## src/rtl/conv1d_pkg.sv

```systemverilog
// Shared definitions for the streaming 1-D convolution block: FSM states and
// the width helpers used to size the full-precision accumulator.
package conv1d_pkg;

    typedef enum logic [1:0] {
        IDLE  = 2'd0,
        RUN   = 2'd1,
        FLUSH = 2'd2
    } state_t;

    // Full-precision width: one product plus growth for KLEN additions plus a guard bit
    function automatic int acc_width(input int data_w, input int coef_w, input int klen);
        return data_w + coef_w + $clog2(klen) + 1;
    endfunction

    function automatic int idx_width(input int klen);
        return (klen > 1) ? $clog2(klen) : 1;
    endfunction

endpackage

```

## src/rtl/conv1d_mac.sv

```systemverilog
// Combinational multiply-add tree: dot product of the sample window with the
// coefficient set, sign-extended and summed at full ACC_W precision.
module conv1d_mac #(
    parameter int DATA_W = 8,
    parameter int COEF_W = 8,
    parameter int KLEN   = 3,
    parameter int ACC_W  = 19
) (
    input  logic signed [DATA_W-1:0] win  [KLEN],
    input  logic signed [COEF_W-1:0] coef [KLEN],
    output logic signed [ACC_W-1:0]  sum
);

    logic signed [ACC_W-1:0] prod [KLEN];

    always_comb begin
        sum = '0;
        for (int j = 0; j < KLEN; j++) begin
            prod[j] = ACC_W'(win[j]) * ACC_W'(coef[j]);
            sum     = sum + prod[j];
        end
    end

endmodule

```

## src/rtl/conv1d_stream.sv

```systemverilog
// Streaming full linear convolution with valid/ready handshakes and a
// zero-flush tail. Optional output clamping via `define CONV1D_SAT_EN.
module conv1d_stream
    import conv1d_pkg::*;
#(
    parameter  int DATA_W = 8,
    parameter  int COEF_W = 8,
    parameter  int KLEN   = 3,
    localparam int ACC_W  = acc_width(DATA_W, COEF_W, KLEN),
    localparam int IDX_W  = idx_width(KLEN)
) (
    input  logic                     clk,
    input  logic                     rst_n,
    input  logic                     coef_we,
    input  logic [IDX_W-1:0]         coef_idx,
    input  logic signed [COEF_W-1:0] coef_data,
    input  logic                     in_valid,
    output logic                     in_ready,
    input  logic signed [DATA_W-1:0] in_data,
    input  logic                     in_last,
    output logic                     out_valid,
    input  logic                     out_ready,
    output logic signed [ACC_W-1:0]  out_data,
    output logic                     out_last,
    output logic                     busy,
    output logic                     sat_flag
);

    state_t state, state_nxt;
    logic   to_idle;

    logic signed [DATA_W-1:0] win    [KLEN];
    logic signed [DATA_W-1:0] win_sh [KLEN];
    logic signed [COEF_W-1:0] coef   [KLEN];
    logic [IDX_W-1:0]         flush_cnt;

    logic                    step_rdy, in_fire, flush_step, step, last_fire;
    logic signed [DATA_W-1:0] shift_in;
    logic signed [ACC_W-1:0]  sum_p0, res_p0;
    logic                    last_p0;

    logic signed [ACC_W-1:0] res_p1;
    logic                    vld_p1, last_p1;

`ifdef CONV1D_SAT_EN
    localparam logic signed [ACC_W-1:0] SAT_MAX = ACC_W'(2 ** (DATA_W - 1) - 1);
    localparam logic signed [ACC_W-1:0] SAT_MIN = ~SAT_MAX;

    function automatic logic signed [ACC_W-1:0] sat_clamp(input logic signed [ACC_W-1:0] v);
        if (v > SAT_MAX) return SAT_MAX;
        if (v < SAT_MIN) return SAT_MIN;
        return v;
    endfunction

    function automatic logic sat_hit(input logic signed [ACC_W-1:0] v);
        return (v > SAT_MAX) || (v < SAT_MIN);
    endfunction
`endif

    // Stage p0: handshake decode, window shift and combinational MAC
    assign step_rdy   = !vld_p1 || out_ready;
    assign in_ready   = rst_n && (state != FLUSH) && step_rdy;
    assign in_fire    = in_valid && in_ready;
    assign flush_step = (state == FLUSH) && (flush_cnt != '0) && step_rdy;
    assign step       = in_fire || flush_step;
    assign last_fire  = vld_p1 && out_ready && last_p1;
    assign shift_in   = in_fire ? in_data : '0;
    assign last_p0    = in_fire ? (in_last && (KLEN == 1)) : (flush_cnt == IDX_W'(1));

    always_comb begin
        win_sh[0] = shift_in;
        for (int i = 1; i < KLEN; i++) win_sh[i] = win[i-1];
    end

    conv1d_mac #(
        .DATA_W (DATA_W),
        .COEF_W (COEF_W),
        .KLEN   (KLEN),
        .ACC_W  (ACC_W)
    ) u_mac (
        .win  (win_sh),
        .coef (coef),
        .sum  (sum_p0)
    );

`ifdef CONV1D_SAT_EN
    assign res_p0 = sat_clamp(sum_p0);
`else
    assign res_p0 = sum_p0;
`endif

    always_comb begin
        state_nxt = state;
        to_idle   = 1'b0;
        case (state)
            IDLE, RUN: begin
                if (in_fire) begin
                    if (!in_last)       state_nxt = RUN;
                    else if (KLEN > 1)  state_nxt = FLUSH;
                    else begin
                        state_nxt = IDLE;
                        to_idle   = 1'b1;
                    end
                end
            end
            FLUSH: begin
                if (last_fire) begin
                    state_nxt = IDLE;
                    to_idle   = 1'b1;
                end
            end
            default: state_nxt = IDLE;
        endcase
    end

    always_ff @(posedge clk or negedge rst_n) begin
        if (!rst_n) begin
            state     <= IDLE;
            flush_cnt <= '0;
            busy      <= 1'b0;
            for (int i = 0; i < KLEN; i++) begin
                win[i]  <= '0;
                coef[i] <= (i == 0) ? COEF_W'(1) : '0;
            end
        end else begin
            state <= state_nxt;
            if (in_fire && in_last)  flush_cnt <= IDX_W'(KLEN - 1);
            else if (flush_step)     flush_cnt <= flush_cnt - IDX_W'(1);
            if (in_fire)             busy <= 1'b1;
            else if (last_fire)      busy <= 1'b0;
            if (to_idle) begin
                for (int i = 0; i < KLEN; i++) win[i] <= '0;
            end else if (step) begin
                for (int i = 0; i < KLEN; i++) win[i] <= win_sh[i];
            end
            if (coef_we && !busy && (int'(coef_idx) < KLEN)) coef[coef_idx] <= coef_data;
        end
    end

    // Stage p1: single-entry output register, held while stalled
    always_ff @(posedge clk or negedge rst_n) begin
        if (!rst_n) begin
            vld_p1  <= 1'b0;
            res_p1  <= '0;
            last_p1 <= 1'b0;
        end else if (step) begin
            vld_p1  <= 1'b1;
            res_p1  <= res_p0;
            last_p1 <= last_p0;
        end else if (out_ready) begin
            vld_p1  <= 1'b0;
        end
    end

`ifdef CONV1D_SAT_EN
    always_ff @(posedge clk or negedge rst_n) begin
        if (!rst_n)                      sat_flag <= 1'b0;
        else if (step && sat_hit(sum_p0)) sat_flag <= 1'b1;
    end
`else
    assign sat_flag = 1'b0;
`endif

    assign out_valid = vld_p1;
    assign out_data  = res_p1;
    assign out_last  = last_p1;

endmodule

```

## config.mk

```make
export PLATFORM = sky130hd
export DESIGN_NAME = conv1d_stream
export DESIGN_NICKNAME = d
export VERILOG_FILES = /design/src/rtl/conv1d_pkg.sv /design/src/rtl/conv1d_mac.sv /design/src/rtl/conv1d_stream.sv
export SDC_FILE = /design/constraint.sdc
export NUM_CORES = 1
export LEC_CHECK = 0
export CAP_MARGIN = 10
export CORE_MARGIN = 8
export CORE_UTILIZATION = 58
export CTS_CLUSTER_DIAMETER = 120
export CTS_CLUSTER_SIZE = 24
export DETAILED_ROUTE_END_ITERATION = 10
export PLACE_DENSITY_LB_ADDON = 0.15
export SETUP_SLACK_MARGIN = 0.02
export SYNTH_ARGS = -nofsm -noshare
export SYNTH_HDL_FRONTEND = slang
export SYNTH_SLANG_ARGS = --single-unit
```

## constraint.sdc

```tcl
create_clock -name clk -period 7.23 [get_ports clk]
set_input_delay 1.446 -clock clk [delete_from_list [all_inputs] [get_ports clk]]
set_output_delay 1.446 -clock clk [all_outputs]
set_load 0.05 [all_outputs]
```

==> impl_metrics.ini <==
[placement]
io_buffers = 46
dpl-instance-area_sq_um = 12500
detailedPlacementHpwl_um = 22800
routabilityCongestion = 0.889
place_inst = 1538
place_ws_ns = -0.684

[floorplanning]
std_cell_rows = 50
die_area_sq_um = 23900
io_pins = 48
start_util_pct = 59.3
die_height_um = 154
core_area_sq_um = 18800
die_x_um = 154

[clocking]
cts_tree = built
insertion_delay_ns = 0.34
cts_sinks = 66
cts_root_buffer = clkbuf_16
htree_levels = 3
path_clk_slew_ns = 0.06
clockBufferDepth = 2
cts_made_buffers = 9

[yosys]
synth.area.top_cells = fa_1 (33%), dfrtp_1 (15%), ha_1 (12%)
synth_top_cell_area_share_pct = 32.8
synthArstFlopShare_pct = 100
synth_fp_nets = 1513
netlist_area_sq_um = 11100
synthDistinctLibCells = 56
ys_ff_latch = 66
synth_edf_count = 0
synth_warnings = 0
synth_area_leader_cell = fa_1
synthCells = 1202
ys_seq_area_share_pct = 14.9
syn_area_per_cell_sq_um = 9.25
synthFlopType = dfrtp_1

[global_routing]
grtUsageTotal_pct = 24.5
grt_pass1_vias = 9218
antenna_found_initial = 1
overflow = 0
grt_pass1_wl_um = 46400
grt_start_max_net_pins = 68

[sta]
period_needed_ns = 7.24
fmax_ghz = 0.138
slew_violations = 0
finalSetupViolCount = 1
hold_violations = 0
fin_skew_ns = 0.00667
rsz0062_at_grt = true
slew_headroom_pct = 36.7
worstMarginPinSlew_ns = 0.926
fin_ws_ns = -0.0122
fin_crit_sh_pct = 100

[routing]
drc_errors = 0
routed_wl_um = 28100
firstDrtPassIters = 5
wl_per_cell_um = 17.9
drt_first_iter_violations = 520
vias = 8601
detail-route-antenna-nets = 0
viasPerCell = 5.46

[critical_path]
path_max_fanout = 5
rr_endpoint = out_data[18]
reg2reg_slack_ns = 0.33
crit_arrival_ns = 7.51
required_ns = 7.50
r2r_start = win[14]
worstSetupStartpointType = primary input
path_class = in -> reg
crit_path_end_kind = flop
reg2regPathDepth = 23

[status]
failed_checks = negative setup slack
status = complete, but fails checks

[cells_and_area]
area_delta_synth_final_pct = 20.3
nets = 1645
multiInputGateArea_sq_um = 8750
stdcell_area_sq_um = 13400
n_fill_cell = 1431
drive_gt1_share_pct = 16.6
instances_no_fill = 1574
final-seq-area_sq_um = 1650

[worst_hold_path]
holdPathStages = 2
hold_path_class = reg -> reg
whs_endpoint = out_data[0]
hp-start = out_data[0]

[flow_run]
max_cap_viol_count = 0
==> per-stage QoR <==
step / util (%) / TNS, ns / hold WS, ns
finish: 71.3 / -0.0122 / 0.464
global route: 71.3 / -0.787 / 0.511
CTS: 70.4 / 0 / 0.470
detailed placement: 66.6 / -5.17 / 0.457
global placement: 66.6 / -3.96 / 0.451
floorplan: - / 0 / 0.467
==> cell usage in the layout (no fill, tap or decap), types with 5 or more instances in the layout <==
master	instances
a211oi_1	6
a21o_1	10
a21oi_1	44
a21oi_2	7
a31o_2	5
and2_1	75
and3_1	37
and3_4	5
buf_4	100
clkbuf_16	9
clkdlybuf4s50_1	42
dfrtp_1	65
fa_1	181
ha_1	91
ha_4	13
inv_1	251
inv_2	9
mux2_2	21
nand2_1	96
nand2b_1	21
nand3_1	14
nand4_1	5
nor2_1	41
nor3_1	5
o21a_1	7
o21ai_0	23
o21ai_1	6
o21bai_1	6
xnor2_1	43
xor2_1	12
==> routing by layer <==
layer  track usage [%]  routed length, um
met2              40.9              13300
met5                 0                  0
met3              4.26               1720
met1              31.5              11900
met4              8.96               1170
==> worst max-delay path by stage <==
stage / start / cells past startpoint / slack [ns] / endpoint
finish: in_data[1] / 24 / -0.01 / out_data[18]
global route: out_ready / 28 / -0.28 / out_data[18]
CTS: out_ready / 29 / 0.02 / out_data[16]
detailed placement: out_ready / 26 / -0.68 / out_data[18]
global placement: out_ready / 27 / -0.54 / out_data[13]
floorplan: out_ready / 28 / 0.03 / out_data[18]
==> sequential cells by signal (all words and copies together) (netlist names) <==
name / cells
busy: 1
coef: 24
flush_cnt: 2
out_data: 19
out_last: 1
out_valid: 1
state: 2
win: 16
==> repair_timing <==
| item | 4_1_cts | 5_1_grt |
|---|---|---|
| pin swaps | 38 | 46 |
| setup endpoints to repair | 9 | 9 |
| resized for setup | 42 | 31 |
| hold buffers | 0 | 0 |
| cloned | 2 | 0 |
| buffers inserted | 7 | 13 |
==> critical path: stages <==
cell and delay [ns]:
clkdlybuf4s50_1 0.54, buf_4 0.21, a21oi_1 0.19, fa_1 0.49, fa_1 0.54, fa_1 0.51, inv_2 0.04, fa_1 0.49
inv_2 0.05, ha_4 0.29, nand3_2 0.08, o2111ai_2 0.22, nand4_1 0.13, a21boi_2 0.16, nor2_1 0.06, xnor2_1 0.20
fa_1 0.49, ha_4 0.27, o21a_1 0.12, o21ai_2 0.23, nor2_1 0.08, a21o_1 0.19, o311a_1 0.36, a21oi_2 0.12
==> synthesized netlist by cell type, drive strengths merged (3+ instances only) <==
| library cell | instances |
|---|---|
| nand2 | 100 |
| nor3 | 7 |
| fa | 182 |
| o21bai | 6 |
| a2111oi | 3 |
| a21oi | 52 |
| clkbuf | 23 |
| o21a | 7 |
| a22o | 4 |
| xor2 | 13 |
| nor3b | 3 |
| nand4 | 5 |
| or2 | 3 |
| a211oi | 6 |
| nand2b | 23 |
| and2 | 76 |
| o21ai | 31 |
| nand3 | 19 |
| and3 | 42 |
| inv | 260 |
| a21o | 10 |
| a31o | 5 |
| buf | 9 |
| ha | 105 |
| a31oi | 4 |
| nor2 | 41 |
| mux2 | 21 |
| dfrtp | 65 |
| xnor2 | 46 |
| nor2b | 3 |
| or3 | 4 |
==> cells by family after synthesis <==
logic type | count (synthesis) | share of synthesized area, %
muxes | 23 | 2.31
xor gates and xnor gates | 59 | 4.65
DFF | 66 | 14.9
and+or+nand+nor | 330 | 15.5
adders and majority gates | 287 | 44.6
buffers and inverters | 292 | 10.0
other | 1 | 0.0337
AOI/OAI and AO/OA | 144 | 8.05
==> area by class of cell <==
cell class | count | share of cell area (%)
multi-input combinational | 844 | 65.4
tap | 234 | 2.19
sequential | 66 | 12.4
clock buffer | 10 | 1.79
inverter | 260 | 7.29
clock inverter | 6 | 1.03
antenna | 1 | 0.0187
timing repair buffer | 153 | 9.98
Power is not shown: default switching activity piles up to over one toggle a cycle in this logic, so the estimate is an artifact.
